[config.mk]
export PLATFORM = sky130hd
export DESIGN_NAME = snn_potential_adder_flat
export DESIGN_NICKNAME = d
export VERILOG_FILES = /design/src/rtl/snn_noc_pkg.sv /design/src/rtl/snn_potential_adder_if.sv /design/src/rtl/snn_noc_out_reg.sv /design/src/rtl/snn_potential_adder.sv /design/src/flat_wrapper.sv
export SDC_FILE = /design/constraint.sdc
export NUM_CORES = 1
export LEC_CHECK = 0
export BUFFER_PORTS_ARGS = -buffer_cell sky130_fd_sc_hd__clkbuf_2
export CORE_MARGIN = 1.5
export CORE_UTILIZATION = 47
export CTS_CLUSTER_DIAMETER = 200
export DETAILED_ROUTE_END_ITERATION = 6
export PLACE_DENSITY = 0.75
export SYNTH_ARGS = -nofsm -noshare
export SYNTH_HDL_FRONTEND = slang
export SYNTH_SLANG_ARGS = --single-unit
[constraint.sdc]
create_clock -name clk -period 2.6 [get_ports clk]
set_clock_uncertainty 0.1 [all_clocks]
set_input_delay 0.13 -clock clk [delete_from_list [all_inputs] [get_ports clk]]
set_output_delay 0.13 -clock clk [all_outputs]
set_load 0.005 [all_outputs]
[src/rtl/snn_noc_pkg.sv]
// NOC packet fields, type codes, packet struct and builders shared by the NOC nodes.
package snn_noc_pkg;

    localparam int unsigned NOC_W     = 34;
    localparam int unsigned ADDR_W    = 4;
    localparam int unsigned TYP_W     = 2;
    localparam int unsigned PAYLOAD_W = 24;
    localparam int unsigned SRC_LSB   = 30;
    localparam int unsigned DST_LSB   = 26;
    localparam int unsigned TYP_LSB   = 24;

    localparam logic [TYP_W-1:0]  TYP_PSUM   = 2'b00;
    localparam logic [TYP_W-1:0]  TYP_KERNEL = 2'b01;
    localparam logic [TYP_W-1:0]  TYP_MEM    = 2'b10;
    localparam logic [TYP_W-1:0]  TYP_OUT    = 2'b11;
    localparam logic [ADDR_W-1:0] DONE_CODE  = 4'b1111;

    typedef struct packed {
        logic [ADDR_W-1:0]    src;
        logic [ADDR_W-1:0]    dst;
        logic [TYP_W-1:0]     typ;
        logic [PAYLOAD_W-1:0] payload;
    } noc_pkt_t;

    function automatic noc_pkt_t build_spike_pkt(input logic [ADDR_W-1:0] s,
                                                 input logic [ADDR_W-1:0] d,
                                                 input logic [1:0]        row,
                                                 input logic [1:0]        col);
        build_spike_pkt = '{src: s, dst: d, typ: TYP_OUT, payload: {20'b0, row, col}};
    endfunction

    // Caller zero-extends the potential into the payload field.
    function automatic noc_pkt_t build_mem_pkt(input logic [ADDR_W-1:0]    s,
                                               input logic [ADDR_W-1:0]    d,
                                               input logic [PAYLOAD_W-1:0] pot);
        build_mem_pkt = '{src: s, dst: d, typ: TYP_MEM, payload: pot};
    endfunction

endpackage

[src/rtl/snn_potential_adder_if.sv]
// Valid/ready NOC link; master drives valid/data, slave drives ready.
interface snn_potential_adder_if
    import snn_noc_pkg::*;
#(
    parameter int unsigned W = NOC_W
);
    logic         valid;
    logic         ready;
    logic [W-1:0] data;

    modport master (output valid, output data, input ready);
    modport slave  (input valid, input data, output ready);
endinterface

[src/rtl/snn_noc_out_reg.sv]
// One-entry registered valid/ready output stage; data held while stalled.
module snn_noc_out_reg #(
    parameter int unsigned W = 34
) (
    input  logic                 clk,
    input  logic                 rst_n,
    input  logic                 load_valid,
    input  logic [W-1:0]         load_data,
    output logic                 load_ready_c,
    snn_potential_adder_if.master out_noc
);
    logic         valid_q;
    logic [W-1:0] data_q;

    assign load_ready_c  = !valid_q || out_noc.ready;
    assign out_noc.valid = valid_q;
    assign out_noc.data  = data_q;

    always_ff @(posedge clk or negedge rst_n) begin
        if (!rst_n) begin
            valid_q <= 1'b0;
            data_q  <= '0;
        end else if (load_ready_c) begin
            valid_q <= load_valid;
            if (load_valid) data_q <= load_data;
        end
    end
endmodule

[src/rtl/snn_potential_adder.sv]
// Output-neuron accumulator: psums + residual -> saturate -> threshold -> spike/mem packets.
// Optional LEAK_EN macro subtracts LEAK (floored at 0) before thresholding.
module snn_potential_adder
    import snn_noc_pkg::*;
#(
    parameter int unsigned          WIDTH_NOC    = 34,
    parameter logic [3:0]           NODE_ADDR    = 4'b0001,
    parameter logic [3:0]           WRAPPER_ADDR = 4'b0000,
    parameter logic [1:0]           COL_IDX      = 2'd0,
    parameter int unsigned          OFX          = 3,
    parameter int unsigned          NUM_PSUM     = 3,
    parameter int unsigned          POT_WIDTH    = 8,
    parameter logic [POT_WIDTH-1:0] THRESHOLD    = 8'd64,
    parameter logic [POT_WIDTH-1:0] LEAK         = 8'd1
) (
    input  logic                  clk,
    input  logic                  rst_n,
    snn_potential_adder_if.slave  in_noc,
    snn_potential_adder_if.master out_noc,
    input  logic                  first_ts,
    output logic                  busy
);
    localparam int unsigned ACC_W = POT_WIDTH + 2;
    localparam int unsigned CNT_W = $clog2(NUM_PSUM + 1);
    localparam int unsigned ROW_W = 2;

    typedef enum logic [2:0] {
        S_IDLE, S_ACCUM, S_WAIT_MEM, S_FIRE, S_SEND_SPIKE, S_SEND_MEM
    } state_t;

    state_t                 state_q, state_d;
    logic [ACC_W-1:0]       acc_q, acc_d;
    logic [CNT_W-1:0]       cnt_q, cnt_d;
    logic                   res_q, res_d;
    logic [ROW_W-1:0]       row_q, row_d;
    logic                   spike_q, spike_d;
    logic [POT_WIDTH-1:0]   newpot_q, newpot_d;
    logic                   drain_q, drain_d;
    logic                   in_ready_q, in_ready_d;
    logic                   busy_q, busy_d;

    noc_pkt_t               in_pkt;
    logic                   in_fire;
    logic [POT_WIDTH-1:0]   operand;
    logic [POT_WIDTH-1:0]   sat_c, pot_c;
    logic                   load_valid, load_ready_c;
    logic [WIDTH_NOC-1:0]   load_data;
    logic                   unused_bits;

    assign in_pkt        = in_noc.data;
    assign in_fire       = in_noc.valid && in_ready_q && (in_pkt.dst == NODE_ADDR);
    assign operand       = in_pkt.payload[POT_WIDTH-1:0];
    assign in_noc.ready  = in_ready_q;
    assign busy          = busy_q;

    // Clamp the wide accumulator so the new potential always fits POT_WIDTH.
    assign sat_c = (acc_q > ACC_W'({POT_WIDTH{1'b1}})) ? '1 : acc_q[POT_WIDTH-1:0];
`ifdef LEAK_EN
    assign pot_c       = (sat_c >= LEAK) ? sat_c - LEAK : '0;
    assign unused_bits = ^{in_pkt.src, in_pkt.payload[PAYLOAD_W-1:POT_WIDTH]};
`else
    assign pot_c       = sat_c;
    assign unused_bits = ^{in_pkt.src, in_pkt.payload[PAYLOAD_W-1:POT_WIDTH], LEAK};
`endif

    always_ff @(posedge clk or negedge rst_n) begin
        if (!rst_n) begin
            state_q    <= S_IDLE;
            acc_q      <= '0;
            cnt_q      <= '0;
            res_q      <= 1'b0;
            row_q      <= '0;
            spike_q    <= 1'b0;
            newpot_q   <= '0;
            drain_q    <= 1'b0;
            in_ready_q <= 1'b1;
            busy_q     <= 1'b0;
        end else begin
            state_q    <= state_d;
            acc_q      <= acc_d;
            cnt_q      <= cnt_d;
            res_q      <= res_d;
            row_q      <= row_d;
            spike_q    <= spike_d;
            newpot_q   <= newpot_d;
            drain_q    <= drain_d;
            in_ready_q <= in_ready_d;
            busy_q     <= busy_d;
        end
    end

    always_comb begin
        state_d    = state_q;
        acc_d      = acc_q;
        cnt_d      = cnt_q;
        res_d      = res_q;
        row_d      = row_q;
        spike_d    = spike_q;
        newpot_d   = newpot_q;
        drain_d    = drain_q;
        load_valid = 1'b0;
        load_data  = '0;

        // Busy lingers until the mem packet of the pixel leaves the output stage.
        if (drain_q && out_noc.valid && out_noc.ready) drain_d = 1'b0;

        case (state_q)
            S_IDLE, S_ACCUM, S_WAIT_MEM: begin
                if (in_fire && in_pkt.typ == TYP_PSUM && cnt_q < CNT_W'(NUM_PSUM)) begin
                    acc_d = acc_q + ACC_W'(operand);
                    cnt_d = cnt_q + CNT_W'(1);
                    if (cnt_q == CNT_W'(NUM_PSUM - 1))
                        state_d = (first_ts || res_q) ? S_FIRE : S_WAIT_MEM;
                    else
                        state_d = S_ACCUM;
                end else if (in_fire && in_pkt.typ == TYP_MEM && !res_q) begin
                    acc_d = acc_q + ACC_W'(operand);
                    res_d = 1'b1;
                    if (state_q == S_WAIT_MEM) state_d = S_FIRE;
                end
            end
            S_FIRE: begin
                spike_d  = (pot_c >= THRESHOLD);
                newpot_d = spike_d ? pot_c - THRESHOLD : pot_c;
                acc_d    = '0;
                cnt_d    = '0;
                res_d    = 1'b0;
                state_d  = spike_d ? S_SEND_SPIKE : S_SEND_MEM;
            end
            S_SEND_SPIKE: begin
                load_valid = 1'b1;
                load_data  = build_spike_pkt(NODE_ADDR, WRAPPER_ADDR, row_q, COL_IDX);
                if (load_ready_c) state_d = S_SEND_MEM;
            end
            S_SEND_MEM: begin
                load_valid = 1'b1;
                load_data  = build_mem_pkt(NODE_ADDR, WRAPPER_ADDR, PAYLOAD_W'(newpot_q));
                if (load_ready_c) begin
                    row_d   = (row_q == ROW_W'(OFX - 1)) ? '0 : row_q + ROW_W'(1);
                    drain_d = 1'b1;
                    state_d = S_IDLE;
                end
            end
            default: state_d = S_IDLE;
        endcase

        in_ready_d = (state_d == S_IDLE) || (state_d == S_ACCUM) || (state_d == S_WAIT_MEM);
        busy_d     = (state_d != S_IDLE) || drain_d;
    end

    snn_noc_out_reg #(.W(WIDTH_NOC)) u_out_reg (
        .clk          (clk),
        .rst_n        (rst_n),
        .load_valid   (load_valid),
        .load_data    (load_data),
        .load_ready_c (load_ready_c),
        .out_noc      (out_noc)
    );
endmodule

[src/flat_wrapper.sv]
// flat-port wrapper written by rule: the top's interface ports become plain ports
module snn_potential_adder_flat import snn_noc_pkg::*;
#(
    parameter int unsigned          WIDTH_NOC    = 34,
    parameter logic [3:0]           NODE_ADDR    = 4'b0001,
    parameter logic [3:0]           WRAPPER_ADDR = 4'b0000,
    parameter logic [1:0]           COL_IDX      = 2'd0,
    parameter int unsigned          OFX          = 3,
    parameter int unsigned          NUM_PSUM     = 3,
    parameter int unsigned          POT_WIDTH    = 8,
    parameter logic [POT_WIDTH-1:0] THRESHOLD    = 8'd64,
    parameter logic [POT_WIDTH-1:0] LEAK         = 8'd1
)
  (clk, rst_n, first_ts, busy, in_noc_valid, in_noc_data, in_noc_ready, out_noc_valid, out_noc_data, out_noc_ready);
  snn_potential_adder_if in_noc_i ();
  snn_potential_adder_if out_noc_i ();
  input  logic clk;
  input  logic rst_n;
  input  logic first_ts;
  output logic busy;
  input wire logic [$bits(in_noc_i.valid)-1:0] in_noc_valid;
  input wire logic [$bits(in_noc_i.data)-1:0] in_noc_data;
  output wire logic [$bits(in_noc_i.ready)-1:0] in_noc_ready;
  output wire logic [$bits(out_noc_i.valid)-1:0] out_noc_valid;
  output wire logic [$bits(out_noc_i.data)-1:0] out_noc_data;
  input wire logic [$bits(out_noc_i.ready)-1:0] out_noc_ready;
  assign in_noc_i.valid = in_noc_valid;
  assign in_noc_i.data = in_noc_data;
  assign in_noc_ready = in_noc_i.ready;
  assign out_noc_valid = out_noc_i.valid;
  assign out_noc_data = out_noc_i.data;
  assign out_noc_i.ready = out_noc_ready;
  snn_potential_adder #(.WIDTH_NOC(WIDTH_NOC), .NODE_ADDR(NODE_ADDR), .WRAPPER_ADDR(WRAPPER_ADDR), .COL_IDX(COL_IDX), .OFX(OFX), .NUM_PSUM(NUM_PSUM), .POT_WIDTH(POT_WIDTH), .THRESHOLD(THRESHOLD), .LEAK(LEAK)) u_core (.clk(clk), .rst_n(rst_n), .in_noc(in_noc_i), .out_noc(out_noc_i), .first_ts(first_ts), .busy(busy));
endmodule
==> metrics <==
IO Count=76; final hold violations=0; Slowest-stage cell, CP=or4_1; Mapped Avg Cell Area=9.02 um2; Resize count post-CTS=0; row count=25; worst-skew pair later-pin latency=0.29 ns; NetSw=~640 uW; Ant. Diodes=0; relative slew slack=between 30% and 40%; CTS Sinks=40; critical path, cell by cell=or2_1 > nor2_1 > ha_1 > a41oi_1 > a221o_1 > or4_1; post-route minimum period=2.36 ns; postcts setup bufs=0; Pwr Density=726 nW/um2; final hold slack=0.0536 ns; largest net degree at the start of global routing=41; Die X=around 74 um; sequential fraction of the synthesis area=between 40% and 50%; Pleak=0.00128 uW; total CTS buffers=5; Peak VDD IR=around 0.28 mV; Overflow after GRT=0; Tcrit/Tclk final=90.6%; clock buffer depth=2; status=completed; vias per inst=between 4 and 5; number of port buffers=32; # fillers=449; Final setup viols=0; critical path type=flip-flop to flip-flop; CTS tree=done; Sw Share=33.8%; initial antenna violation count=0; number of flops mapped to enable cells by yosys=0; kind of cell adding the most delay to the critical path=simple AND/OR/NAND/NOR gates; via count of the first global-routing pass=1,673; Top FF cell, synth=dfrtp_1; Crit path required time=2.66 ns; Hold Path Class=primary input to flip-flop; CP Launch Type=flip-flop; DRT antenna net count=0; Initial Util=49.2%; WL/cell=11.9 um; Slew Limit Fails=0; Net count, final=~350; worst-margin pin slew=between 0.9 and 1 ns; cell area after synthesis=around 2400 um2; synth warn=0; iteration count of the initial detailed-routing pass=4; MaxCap Viol Count=0; total wire length=around 4300 um; Core Area=~4800 um2; Critical Path Fanout Max=8; Worst path max stage delay=~0.50 ns; global-route wire length before repair=7410 um; Fin Setup TNS=0 ns; Die Span Y=73.8 um; H-Tree Depth=2; # DRC=0; FF+latch count, synth=40; Internal=about 1300 uW; number of DRC markers in iteration 0=81; Total GRT Usage=17.8%; RSZ-0062 raised after global routing=false; layout cells sized above 1=15.9%; Cells after Synth=261; Placed Instances=353; CTS clk-pin slew, worst paths=0.08 ns; Gate power share=approximately 28%; post-route insts no fill=362; asr flop ratio synth=100%; DIE AREA=5440 um2; synth unique cells=51; DP HPWL=roughly 3200 um; Reg power frac=between 40% and 50%; Crit path buffers/inverters=0; Area growth, synth to finish=11.2%; Clk network pwr share=between 20% and 30%; hold_buf cts=1; clk root buf=clkbuf_8; FMAX=425 MHz; global placement routability congestion=0.822; crit end category=flip-flop; Critical Path AT=2.42 ns; detailed-route via count=between 1,500 and 2,000
[logic make-up (layout without fill, tap and decap cells)]
family | after synthesis | after routing | share of synthesized area (%)
buf+inv | 40 | 52 | 10.3
other cells | 1 | 23 | 0.159
compound gates | 65 | 65 | 17.2
fa+ha+maj | 13 | 13 | 7.23
flops | 40 | 40 | 42.6
xor+xnor | 4 | 4 | 1.49
mux | 4 | 4 | 1.75
simple gates | 94 | 94 | 19.3
[stage by stage]
| step | power (uW) | cell area, um2 | setup WS (ns) | utilization [%] |
|---|---|---|---|---|
| after floorplan | 1280 | 2440 | 0.305 | - |
| after global placement | 1370 | 2500 | 0.242 | 52.2 |
| after detailed placement | 1400 | 2500 | 0.220 | 52.2 |
| after CTS | 1910 | 2620 | 0.237 | 54.7 |
| after global routing | 2050 | 2620 | 0.0644 | 54.7 |
| final | 1900 | 2620 | 0.245 | 54.7 |
[registers in the layout, indices dropped and copies added, names as in the netlist]
register and count:
u_core.cnt_q 2, u_core.acc_q 10, u_core.res_q 1, u_core.drain_q 1, u_core.busy 1, u_core.newpot_q 8, u_core.u_out_reg.out_noc.data 10, u_core.in_noc.ready 1
u_core.row_q 2, u_core.state_q 3, u_core.u_out_reg.out_noc.valid 1
[cell usage after synthesis (2+ instances only)]
master	number	area, um2
a211oi_1	4	30.0
a21o_1	3	22.5
a21oi_1	12	60.1
a2bb2oi_1	2	17.5
and2_1	2	12.5
buf_4	24	180
clkbuf_1	7	26.3
dfrtp_1	39	976
ha_1	12	150
inv_1	7	26.3
mux2i_1	3	30.0
nand2_1	44	165
nand2b_1	6	37.5
nand3_1	3	15.0
nand3b_1	2	15.0
nor2_1	18	67.6
nor3_1	3	15.0
nor4_1	2	12.5
o21a_1	3	22.5
o21ai_0	15	75.1
o21ai_1	12	60.1
o21bai_1	2	15.0
o31ai_1	3	22.5
or4_1	4	30.0
xor2_1	3	26.3
[cell type report]
| class | count | area (um2) | area share, % |
|---|---|---|---|
| multi-input cells | 203 | 1190 | 45.6 |
| flip-flops and latches | 40 | 1000 | 38.3 |
| repair buffers | 37 | 200 | 7.65 |
| well taps | 67 | 83.8 | 3.20 |
| clock buffers | 5 | 68.8 | 2.63 |
| clock inverters | 3 | 42.5 | 1.63 |
| inverters | 7 | 26.3 | 1.00 |
[metal layers]
metal	vias up	track usage, %	part of all wire (%)
met3	5	4.53	3.6
met5	-	0	0
met4	0	6.38	1.2
met1	822	23.6	50
met2	46	28.0	45
li1	929	-	-
[path summary, 6_finish.rpt]
path                                                       start                           endpoint  slack, ns  cells after the start
worst max-delay path                             u_core.acc_q[8]                        u_core.busy       0.24                      6
max in group asynchronous                                  rst_n                  u_core.state_q[1]       1.37                      2
worst min-delay path                               out_noc_ready                     u_core.drain_q       0.05                      4
worst max register to register                   u_core.acc_q[8]                        u_core.busy       0.24                      6
min in group asynchronous                                  rst_n  u_core.u_out_reg.out_noc.data[25]       0.43                      2
worst min register to register  u_core.u_out_reg.out_noc.data[2]   u_core.u_out_reg.out_noc.data[2]       0.38                      2
[power by group through the flow]
stage | sequential, uW | combinational, uW | clock [uW]
finish | 870 | 527 | 504
global placement | 871 | 504 | 0
global route | 892 | 609 | 548
floorplan | 815 | 464 | 0
CTS | 867 | 527 | 519
detailed placement | 878 | 520 | 0
[worst register-to-register path: stages (launching register included)]
cell	delay, ns
dfrtp_1	0.42
or2_1	0.31
nor2_1	0.19
ha_1	0.18
a41oi_1	0.16
a221o_1	0.37
or4_1	0.50
[cell usage in the layout, fill, tap and decap left out, drive strengths merged, types with 2 or more instances in the layout]
| master | count |
|---|---|
| mux2i | 3 |
| inv | 7 |
| buf | 4 |
| dfrtp | 39 |
| conb | 23 |
| a211oi | 4 |
| o21a | 3 |
| nor4 | 2 |
| or4 | 4 |
| nand2b | 6 |
| or2 | 2 |
| and2 | 2 |
| nor3 | 4 |
| ha | 12 |
| nand3b | 2 |
| xor2 | 3 |
| a21oi | 12 |
| a2bb2oi | 2 |
| o21bai | 2 |
| nand2 | 44 |
| clkbuf | 37 |
| o21ai | 27 |
| o31ai | 3 |
| nor2 | 18 |
| a21o | 3 |
| nand3 | 3 |
(Power assumes the default switching activity.)
